===== config.mk =====
export PLATFORM = sky130hd
export DESIGN_NAME = prog_sequencer
export DESIGN_NICKNAME = d
export VERILOG_FILES = /design/src/rtl/prog_sequencer_pkg.sv /design/src/rtl/ret_stack.sv /design/src/rtl/prog_sequencer.sv
export SDC_FILE = /design/constraint.sdc
export NUM_CORES = 1
export LEC_CHECK = 0
export CAP_MARGIN = 20
export CORE_AREA = 3 3 62 64
export DETAILED_ROUTE_END_ITERATION = 8
export DIE_AREA = 0 0 65 67
export HOLD_SLACK_MARGIN = 0.03
export PLACE_DENSITY = 0.71
export SLEW_MARGIN = 30
export SYNTH_ARGS = -nofsm -noshare
export SYNTH_HDL_FRONTEND = slang
export SYNTH_SLANG_ARGS = --single-unit

===== constraint.sdc =====
create_clock -name clk -period 3.97 [get_ports clk]
set_input_delay 0.9925 -clock clk [delete_from_list [all_inputs] [get_ports clk]]
set_output_delay 0.9925 -clock clk [all_outputs]
set_load 0.005 [all_outputs]

===== src/rtl/prog_sequencer_pkg.sv =====
// Shared definitions for the program sequencer: opcode/state encodings and control-word field positions.
package prog_sequencer_pkg;

    typedef enum logic [2:0] {
        OP_EXEC = 3'd0,
        OP_JMP  = 3'd1,
        OP_BZ   = 3'd2,
        OP_CALL = 3'd3,
        OP_RET  = 3'd4,
        OP_HALT = 3'd7
    } op_t;

    typedef enum logic [1:0] {
        S_IDLE,
        S_RUN,
        S_HALTED
    } seq_state_t;

    // Opcode occupies the top OP_W bits of the control word; target sits at bit 0.
    localparam int OP_W       = 3;
    localparam int TARGET_LSB = 0;

    // Unassigned codes 5 and 6 execute as plain words.
    function automatic op_t decode_op(input logic [OP_W-1:0] raw);
        case (raw)
            3'd1:    return OP_JMP;
            3'd2:    return OP_BZ;
            3'd3:    return OP_CALL;
            3'd4:    return OP_RET;
            3'd7:    return OP_HALT;
            default: return OP_EXEC;
        endcase
    endfunction

endpackage


===== src/rtl/ret_stack.sv =====
// Return-address LIFO of Depth entries; push/pop take effect on the clock edge, top-of-stack read is combinational.
// Push when full and pop when empty are ignored; clr_i empties the stack synchronously.
module ret_stack #(
    parameter int Depth = 2,
    parameter int Width = 4
) (
    input  logic             clk,
    input  logic             rst_n,
    input  logic             clr_i,
    input  logic             push_i,
    input  logic             pop_i,
    input  logic [Width-1:0] push_dat_i,
    output logic [Width-1:0] pop_dat_o,
    output logic             full_o,
    output logic             empty_o
);

    localparam int SpW  = $clog2(Depth + 1);
    localparam int IdxW = (Depth > 1) ? $clog2(Depth) : 1;

    logic [SpW-1:0]   sp_q, sp_d;
    logic [Width-1:0] mem_q [Depth];
    logic [IdxW-1:0]  wr_idx, rd_idx;

    assign full_o  = (sp_q == SpW'(Depth));
    assign empty_o = (sp_q == '0);
    assign wr_idx  = IdxW'(sp_q);
    assign rd_idx  = IdxW'(sp_q - 1'b1);
    assign pop_dat_o = empty_o ? '0 : mem_q[rd_idx];

    always_comb begin
        sp_d = sp_q;
        if (clr_i)
            sp_d = '0;
        else if (push_i && !full_o)
            sp_d = sp_q + 1'b1;
        else if (pop_i && !empty_o)
            sp_d = sp_q - 1'b1;
    end

    always_ff @(posedge clk or negedge rst_n) begin
        if (!rst_n) begin
            sp_q <= '0;
            for (int i = 0; i < Depth; i++)
                mem_q[i] <= '0;
        end else begin
            sp_q <= sp_d;
            if (!clr_i && push_i && !full_o)
                mem_q[wr_idx] <= push_dat_i;
        end
    end

endmodule


===== src/rtl/prog_sequencer.sv =====
// Program counter and fetch controller: issues one registered control word per unstalled cycle, resolving jumps, branches, call/return and halt.
// Flow changes insert one bubble; stall freezes pc/ctrlOut/stack and drops ctrlValid.
module prog_sequencer
    import prog_sequencer_pkg::*;
#(
    parameter int Psize = 4,
    parameter int Csize = 11,
    parameter int Depth = 2
) (
    input  logic             clk,
    input  logic             nReset,
    input  logic             start,
    input  logic             stall,
    input  logic             zeroFlag,
    input  logic [Csize-1:0] controlWord,
    output logic [Psize-1:0] addr,
    output logic [Csize-1:0] ctrlOut,
    output logic             ctrlValid,
    output logic             halted,
    output logic             fault
);

    localparam int OP_LSB = Csize - OP_W;

    seq_state_t       state_q, state_d;
    logic [Psize-1:0] pc_q, pc_d;
    logic [Csize-1:0] ctrl_q, ctrl_d;
    logic             valid_q, valid_d;
    logic             fault_q, fault_d;

    op_t              op;
    logic [Psize-1:0] target, pc_inc;
    logic             stk_push, stk_pop, stk_clr, stk_full, stk_empty;
    logic [Psize-1:0] stk_top;

    assign op     = decode_op(controlWord[Csize-1:OP_LSB]);
    assign target = controlWord[TARGET_LSB +: Psize];
    assign pc_inc = pc_q + 1'b1;

    ret_stack #(
        .Depth (Depth),
        .Width (Psize)
    ) u_ret_stack (
        .clk        (clk),
        .rst_n      (nReset),
        .clr_i      (stk_clr),
        .push_i     (stk_push),
        .pop_i      (stk_pop),
        .push_dat_i (pc_inc),
        .pop_dat_o  (stk_top),
        .full_o     (stk_full),
        .empty_o    (stk_empty)
    );

    always_ff @(posedge clk or negedge nReset) begin
        if (!nReset) begin
            state_q <= S_IDLE;
            pc_q    <= '0;
            ctrl_q  <= '0;
            valid_q <= 1'b0;
            fault_q <= 1'b0;
        end else begin
            state_q <= state_d;
            pc_q    <= pc_d;
            ctrl_q  <= ctrl_d;
            valid_q <= valid_d;
            fault_q <= fault_d;
        end
    end

    always_comb begin
        state_d  = state_q;
        pc_d     = pc_q;
        ctrl_d   = ctrl_q;
        valid_d  = 1'b0;
        fault_d  = fault_q;
        stk_push = 1'b0;
        stk_pop  = 1'b0;
        stk_clr  = 1'b0;
        case (state_q)
            S_IDLE, S_HALTED: begin
                // start beats stall here; stall only matters once running
                if (start) begin
                    state_d = S_RUN;
                    pc_d    = '0;
                    stk_clr = 1'b1;
                end
            end
            S_RUN: begin
                if (!stall) begin
                    case (op)
                        OP_JMP:  pc_d = target;
                        OP_BZ:   pc_d = zeroFlag ? target : pc_inc;
                        OP_CALL: begin
                            if (stk_full) begin
                                fault_d = 1'b1;
                                state_d = S_HALTED;
                            end else begin
                                stk_push = 1'b1;
                                pc_d     = target;
                            end
                        end
                        OP_RET: begin
                            if (stk_empty) begin
                                fault_d = 1'b1;
                                state_d = S_HALTED;
                            end else begin
                                stk_pop = 1'b1;
                                pc_d    = stk_top;
                            end
                        end
                        OP_HALT: state_d = S_HALTED;
                        default: begin
                            ctrl_d  = controlWord;
                            valid_d = 1'b1;
                            pc_d    = pc_inc;
                        end
                    endcase
                end
            end
            default: state_d = S_IDLE;
        endcase
    end

    always_comb begin
        addr      = pc_q;
        ctrlOut   = ctrl_q;
        ctrlValid = valid_q;
        halted    = (state_q == S_HALTED);
        fault     = fault_q;
    end

endmodule


======== After elaboration in Yosys (flattened, before gate mapping) ========
Cells that the tools add are included.
word-level totals
  register bits after elaboration ......... 29
operators by class
  $add $sub $neg .......................... 3
  bitwise operators ....................... 4
  multiplexer cells ....................... 39
  reduce and logical (&&, ||, !) cells .... 19
  $lt $le $gt $ge ......................... 3
  equal/unequal tests ..................... 23
operators by type and width
  operator                                               count
  two-way mux 4 bit                                      9
  case mux 4 bit (5 select lines)                        1
  two-way mux 1 bit                                      15
  case mux 3 bit (5 select lines)                        1
  two-way mux 2 bit                                      7
  equality test 3 x 2 -> 1 bit, second input constant    4
  equality test 3 bit, second input constant             4
  AND reduction 5 bit                                    2
  bitwise mux 8 bit                                      1
  case mux 4 bit (2 select lines)                        1
  equality test 3 x 1 -> 1 bit, second input constant    2
  inequality test 2 bit, second input constant           3
  inequality test 3 x 2 -> 1 bit, second input constant  2
  inequality test 3 bit, second input constant           2
  case mux 2 bit (3 select lines)                        1
  AND reduction 6 bit                                    1
  logical AND 1 bit                                      5
  OR reduction 5 bit                                     1
  adder 4 x 1 -> 4 bit, second input constant            1
  demux 4 bit (select 1 bit)                             1
  equality test 2 bit, second input constant             2
  >= comparator 2 bit, second input constant             2
  logical NOT 2 bit                                      2
  inequality test 2 x 1 -> 1 bit, second input constant  2
  other kinds (14)                                       19

======== Depth between registers and ports, before layout ========
Gate-level depths: netlist (run 1).
  word-level depth ........................ 10
  mapped depth ............................ 7
  depth with buffers taken out ............ 6

======== Cells and area by module ========
A second synthesis (run 1) with hierarchy kept.
second synthesis, totals
  cell total of the unflattened synthesis .. 132
  area total of the unflattened synthesis .. 1585.3 µm²
modules (own cells, without submodules)
  module          cells an instance  times used  seq. area each (µm²)  area an instance (µm²)
  prog_sequencer  89                 1           475.5                 1046.0
  ret_stack       43                 1           250.2                 539.3

======== Worst setup path before layout (run 1) ========
OpenSTA, ideal clock, no wires.
  path type ............................... input -> register
  start point ............................. input controlWord[9]
  end point ............................... register pc_q[1], in the netlist addr[1]
  path slack .............................. 1764 ps
  stages .................................. 6
  data arrival time ....................... 2073 ps
  library setup time ...................... 133 ps
  data required time ...................... 3837 ps
  cell sequence ........................... buf_2 or3b_1 buf_6 a21boi_4 a221oi_1 o21ai_1
on the way
  cells in the longest elaborated chain, start to end .. 6
  elaborated cells on any way between the ends .. 18
  classes of those cells .................. eq/ne (13); mux (4); reduce/logical (1)
ends and longest elaborated chain
  item                                               line                      text
  start: declaration                                 prog_sequencer.sv:15      input logic [Csize-1:0] controlWord,
  equality test 3 bit, or another cell as far along  prog_sequencer_pkg.sv:25  case (raw)
  case mux 3 bit (5 select lines) *                  prog_sequencer_pkg.sv:25
  equality test 3 bit, or another cell as far along  prog_sequencer.sv:91      case (op)
  case mux 4 bit (5 select lines)                    prog_sequencer.sv:91
  two-way mux 4 bit                                  prog_sequencer.sv:90      if (!stall) begin
  case mux 4 bit (2 select lines)                    prog_sequencer.sv:80      case (state_q)
  end signal: assignment                             prog_sequencer.sv:64      pc_q <= pc_d;
  end: declaration                                   prog_sequencer.sv:26      logic [Psize-1:0] pc_q, pc_d;
Every way passes the cells marked *; elsewhere a longest branch is shown, timed or not. The select of a mux whose other input is x is not followed.
A chain may end at the register's enable or synchronous reset.

======== Worst setup path in the final report (run 1) ========
  start point ............................. register state_q[1]
  end point ............................... output halted
on the way
  cells in the longest elaborated chain, start to end .. 1
ends and longest elaborated chain
  item                      line                   text
  start: declaration        prog_sequencer.sv:25   seq_state_t state_q, state_d;
  start signal: assignment  prog_sequencer.sv:63   state_q <= state_d;
  equality test 2 bit       prog_sequencer.sv:129  halted = (state_q == S_HALTED);
  end: declaration          prog_sequencer.sv:19   output logic halted,
No other way between the ends.

==> flow_metrics.env, run 1 <==
export IMPL_placementRows=21
export IMPL_dp_slack_ns=1.15
export IMPL_cts_resized=0
export IMPL_gp_congestion=0.895
export IMPL_synth_top_area_frac=0.487
export IMPL_drc=0
export IMPL_path_clk_slew_ns=0.09
export IMPL_dp_hpwl_mm=2.31
export IMPL_status="finished, final reports clean"
export IMPL_finish_utilization=0.573
export IMPL_cts_root_buf="clkbuf_4"
export IMPL_drv_cap=0
export IMPL_cts_setup_buffers=0
export IMPL_die_w_um=65
export IMPL_hold_class="reg -> reg"
export IMPL_hold_ws_ns=0.487
export IMPL_worstPathRequired_ns=2.98
export IMPL_grt_max_degree=30
export IMPL_synth_cells=126
export IMPL_start_util=0.447
export IMPL_drv_slew=0
export IMPL_async_flop_share=1.00
export IMPL_nets=180
export IMPL_ys_seq_elements=29
export IMPL_rsz0062_at_grt="no"
export IMPL_syn_cell_area_sq_mm=0.00149
export IMPL_syn_nets=145
export IMPL_synthTopCellsByArea="dfrtp_1 (49%), mux2_2 (14%), mux2i_1 (3.4%), ha_1 (2.5%), a221oi_2 (2.0%)"
export IMPL_synth_most_common_cell="dfrtp_1"
export IMPL_fmax_mhz=402
export IMPL_n_antenna_cell=0
export IMPL_grt_pass1_vias=1093
export IMPL_htreeDepth=2
export IMPL_cts_tree="yes"
export IMPL_worst_pin_slew_ns=0.466
export IMPL_critPathMaxFanout=3
export IMPL_grt_usage=0.158
export IMPL_synth_edf_count=0
export IMPL_min_period_ns=2.49
export IMPL_drtIter0Drc=26
export IMPL_setup_viol=0
export IMPL_first_pass_iters=4
export IMPL_crit_slowest_cell="clkdlybuf4s50_1"
export IMPL_drtAntennaViolNets=0
export IMPL_dieHeight_um=67
export IMPL_wl_per_cell_um=14.6
export IMPL_tns_ns=0
export IMPL_crit_type="reg -> out"
export IMPL_clockBufferDepth=2
export IMPL_layoutNonFillerInstCount=208
export IMPL_ys_seq_area_frac=0.487
export IMPL_design_area_sq_mm=0.00191
export IMPL_power_density_mw_per_mm2=639
export IMPL_power_mw=1.22
export IMPL_io_pins=34
export IMPL_skew_ns=0.0113
export IMPL_synth_main_ff_cell="dfrtp_1"
export IMPL_worst_ep_arrival_time_ns=1.49
export IMPL_path_cells="nor2b_1 -> clkdlybuf4s50_1"
export IMPL_drive_gt1_frac=0.235
export IMPL_viasPerCell=5.11
export IMPL_placed_cell_area_sq_mm=0.00184
export IMPL_cts_num_sinks=29
export IMPL_cts_buffers=5
export IMPL_dp_cells=200
export IMPL_slew_headroom=0.688
export IMPL_cts_hold_buf=0
export IMPL_yosysUniqueCellTypes=40
export IMPL_cpPeakStageDelay_ns=0.53
export IMPL_area_delta_synth_final_pct=28.3
export IMPL_core_sq_mm=0.00334
export IMPL_critPathCaptureType="primary output"
export IMPL_syn_avg_cell_area_sq_um=11.8
export IMPL_peakVddDrop_mv=0.241
export IMPL_min_period_over_period=0.626
export IMPL_hold_viol_final=0
export IMPL_port_buffers=33
export IMPL_vias=1062
export IMPL_p_leak_nw=0.816
export IMPL_antenna_found_initial=0
export IMPL_yosys_area_top_type="dfrtp_1"
export IMPL_clk_latency_ns=0.33
export IMPL_dieArea_sq_mm=0.00436
export IMPL_setup_ws_ns=1.48
export IMPL_grt_pass1_wl_mm=5.16
export IMPL_yosys_warnings=0
export IMPL_start_kind="flop"
export IMPL_ys_top_cells_by_count="dfrtp_1 (29), mux2_2 (18), nand2_1 (7)"
export IMPL_drt_wl_total_mm=3.03
export IMPL_grt_ovfl_total=0
[routing by layer]
metal  GRT usage  up-vias  part of all wire
li1            -      522                 -
met1       0.185      502              0.43
met5           0        -                 0
met3      0.0573        5             0.073
met2       0.258       33              0.48
met4      0.0739        0             0.018
[path summary, 6_finish.rpt]
check | to | slack, ns | from | cells past startpoint
worst max-delay path | halted | 1.48 | state_q[1]$_DFFE_PN0P_ | 2
worst min-delay path | fault$_DFFE_PN0P_ | 0.49 | fault$_DFFE_PN0P_ | 1
worst max register to register | u_ret_stack.mem_q[4]$_DFFE_PN0P_ | 1.93 | u_ret_stack.sp_q[0]$_DFFE_PN0P_ | 6
worst min register to register | fault$_DFFE_PN0P_ | 0.49 | fault$_DFFE_PN0P_ | 1
max in group asynchronous | u_ret_stack.sp_q[0]$_DFFE_PN0P_ | 2.65 | nReset | 2
min in group asynchronous | ctrlOut[5]$_DFFE_PN0P_ | 1.04 | nReset | 2
[state kept, by name (all words and copies together), names as in the netlist]
name and cells:
addr 4, ctrlOut 11, ctrlValid 1, fault 1
state_q 2, u_ret_stack.mem_q 8, u_ret_stack.sp_q 2
[layout make-up]
class / instances / area [sq um]
clock buffer: 7 / 65.1
clock inverter: 1 / 5.00
fill: 288 / 1430
inverter: 6 / 22.5
multi-input combinational: 85 / 698
sequential: 29 / 726
tap: 46 / 57.6
timing repair buffer: 34 / 338
[worst max-delay path, delay by kind of cell, from the launching register on]
kind	cells	cell delay, ns
buf+inv	1	0.53
flops	1	0.41
simple gates	1	0.22
[where the power goes]
| part | internal [mW] | switching [mW] | total, mW |
|---|---|---|---|
| Combinational | 0.313 | 0.194 | 0.507 |
| Sequential | 0.417 | 0.0957 | 0.513 |
| Clock | 0.102 | 0.0996 | 0.202 |
| Total | 0.833 | 0.389 | 1.22 |
[cells by family (layout without fill, tap and decap cells)]
logic type               count (synthesis)  count (layout)  share of synthesized area
flip-flops                              29              29                      0.487
buffers and inverters                   12              48                     0.0445
AO/OA/AOI/OAI                           21              21                      0.113
AND/OR/NAND/NOR                         35              35                      0.143
XOR/XNOR                                 3               3                     0.0176
adder cells (fa/ha/maj)                  3               3                     0.0252
multiplexers                            23              23                      0.170
[layout by cell type (no fill, tap or decap), types with 2 or more instances in the layout]
cell type | netlist | routed
o21ai_0 | 3 | 3
a21oi_1 | 3 | 3
clkdlybuf4s50_1 | 0 | 33
mux2_2 | 18 | 18
a221oi_2 | 2 | 2
nor2_1 | 5 | 5
nor2b_1 | 3 | 3
ha_1 | 3 | 3
clkbuf_8 | 0 | 2
nor2_2 | 2 | 2
o21ai_1 | 4 | 4
mux2i_1 | 5 | 5
clkbuf_4 | 0 | 5
nand3b_1 | 2 | 2
nand3_1 | 5 | 5
nand2_1 | 7 | 7
xor2_1 | 2 | 2
a221oi_1 | 2 | 2
dfrtp_1 | 29 | 29
inv_1 | 6 | 6
No activity file was read; power rests on OpenSTA's default activity.
==> inputs of run 2 (changes only) <==
--- a/config.mk
+++ b/config.mk
@@ -6,11 +6,11 @@
 export NUM_CORES = 1
 export LEC_CHECK = 0
 export CAP_MARGIN = 20
-export CORE_AREA = 3 3 62 64
+export CORE_AREA = 3 3 63 65
 export DETAILED_ROUTE_END_ITERATION = 8
-export DIE_AREA = 0 0 65 67
+export DIE_AREA = 0 0 66 68
 export HOLD_SLACK_MARGIN = 0.03
-export PLACE_DENSITY = 0.71
+export PLACE_DENSITY = 0.72
 export SLEW_MARGIN = 30
 export SYNTH_ARGS = -nofsm -noshare
 export SYNTH_HDL_FRONTEND = slang
==> constraint.sdc (replaced) <==
create_clock -name clk -period 2 [get_ports clk]
set_input_delay 0.5 -clock clk [delete_from_list [all_inputs] [get_ports clk]]
set_output_delay 0.5 -clock clk [all_outputs]
set_load 0.005 [all_outputs]
==> flow_metrics.env, run 2 (same netlist as run 1, synthesis figures left out) <==
export IMPL_setup_viol=0
export IMPL_area_delta_synth_final_pct=37.9
export IMPL_power_density_mw_per_mm2=1200
export IMPL_first_pass_iters=4
export IMPL_design_area_sq_mm=0.00205
export IMPL_gp_congestion=0.896
export IMPL_largest_reg_flops=11
export IMPL_viasPerCell=5.12
export IMPL_dp_hpwl_mm=2.45
export IMPL_drive_gt1_frac=0.311
export IMPL_critPathMaxFanout=7
export IMPL_skew_ns=0.00869
export IMPL_start_util=0.440
export IMPL_grt_ovfl_total=0
export IMPL_peakVddDrop_mv=0.662
export IMPL_grt_pass1_vias=1240
export IMPL_vias=1158
export IMPL_n_antenna_cell=0
export IMPL_core_sq_mm=0.00339
export IMPL_cts_buffers=5
export IMPL_fillCellCount=271
export IMPL_port_buffers=33
export IMPL_layoutNonFillerInstCount=226
export IMPL_io_pins=34
export IMPL_clk_latency_ns=0.33
export IMPL_finish_utilization=0.606
export IMPL_dieHeight_um=68
export IMPL_worstPathRequired_ns=2.20
export IMPL_power_mw=2.47
export IMPL_status="finished, final reports clean"
export IMPL_final_common_cell="clkdlybuf4s50_1"
export IMPL_path_clk_slew_ns=0.09
export IMPL_die_w_um=66
export IMPL_min_period_ns=1.90
export IMPL_cts_num_sinks=29
export IMPL_rsz0062_at_grt="no"
export IMPL_htreeDepth=2
export IMPL_wl_per_cell_um=14.1
export IMPL_crit_type="in -> reg"
export IMPL_dp_cells=216
export IMPL_cts_hold_buf=0
export IMPL_start_kind="input port"
export IMPL_min_period_over_period=0.951
export IMPL_hold_viol_final=0
export IMPL_drc=0
export IMPL_nets=199
export IMPL_worst_ep_arrival_time_ns=2.11
export IMPL_worst_r2r_cell_count=6
export IMPL_grt_pass1_wl_mm=5.66
export IMPL_clockBufferDepth=2
export IMPL_drtIter0Drc=44
export IMPL_p_leak_nw=0.903
export IMPL_hold_class="reg -> reg"
export IMPL_grt_usage=0.170
export IMPL_fmax_mhz=526
export IMPL_critPathCaptureType="flop"
export IMPL_dieArea_sq_mm=0.00449
export IMPL_drv_slew=0
export IMPL_drt_wl_total_mm=3.18
export IMPL_drv_cap=0
export IMPL_grt_max_degree=30
export IMPL_drtAntennaViolNets=0
export IMPL_slew_headroom=0.758
export IMPL_hold_path_depth=1
export IMPL_cts_root_buf="clkbuf_4"
export IMPL_final_cell_mix="clkdlybuf4s50_1 (33), dfrtp_1 (29), buf_4 (19)"
export IMPL_antenna_found_initial=0
export IMPL_cts_tree="yes"
export IMPL_placed_cell_area_sq_mm=0.00197
export IMPL_worst_pin_slew_ns=0.363
export IMPL_placementRows=21
==> run 2: report_power, final <==
part | leakage (nW) | internal (mW) | total (mW) | switching (mW)
combinational | 0.506 | 0.700 | 1.13 | 0.432
clock | 0.0314 | 0.166 | 0.355 | 0.189
sequential | 0.365 | 0.829 | 0.987 | 0.158
total | 0.903 | 1.69 | 2.47 | 0.779
==> run 2: timing repair <==
action / 4_1_cts / 5_1_grt
endpoints found under the setup margin: 1 / 1
resized for setup: 1 / 0
buffers inserted: 0 / 3
==> run 2: area by class of cell <==
class	count	area, sq um	share of cell area
Clock buffer	7	55.1	0.0268
Inverter	6	22.5	0.0110
Multi-Input combinational cell	85	701	0.341
Sequential cell	29	726	0.353
Tap cell	46	57.6	0.0280
Timing Repair Buffer	53	493	0.240
==> run 2: metrics by stage <==
| stage | worst slack [ns] | TNS [ns] | hold WS (ns) |
|---|---|---|---|
| 6_report | 0.0985 | 0 | 0.474 |
| 5_1_grt | 0.0237 | 0 | 0.511 |
| 4_1_cts | 0.0232 | 0 | 0.479 |
| 3_5_place_dp | -0.240 | -3.05 | 0.458 |
| 3_3_place_gp | -0.146 | -2.09 | 0.452 |
| 2_1_floorplan | 0.0335 | 0 | 0.204 |
==> run 2: path summary, 6_finish.rpt <==
path	startpoint	endpoint	slack [ns]
setup / recovery	controlWord[10]	addr[2]$_DFFE_PN0P_	0.1
hold / removal	fault$_DFFE_PN0P_	fault$_DFFE_PN0P_	0.47
setup reg to reg	u_ret_stack.sp_q[0]$_DFFE_PN0P_	u_ret_stack.mem_q[6]$_DFFE_PN0P_	0.27
hold reg to reg	fault$_DFFE_PN0P_	fault$_DFFE_PN0P_	0.47
max in group asynchronous	nReset	ctrlOut[9]$_DFFE_PN0P_	1.17
min in group asynchronous	nReset	ctrlOut[7]$_DFFE_PN0P_	0.56
==> run 2: per-layer routing <==
metal | part of all wire | up-vias | wire, um | global-route usage
met5 | 0 | - | 0 | 0
met4 | 0.028 | 0 | 89 | 0.0761
met3 | 0.061 | 15 | 194 | 0.0640
met2 | 0.48 | 40 | 1520 | 0.280
met1 | 0.43 | 544 | 1380 | 0.198
li1 | - | 559 | - | -
==> run 2: critical path, cell delays in order <==
cell and delay, ns:
clkdlybuf4s50_1 0.60, or3b_1 0.47, a21boi_4 0.19, a221oi_2 0.24, o211ai_1 0.11
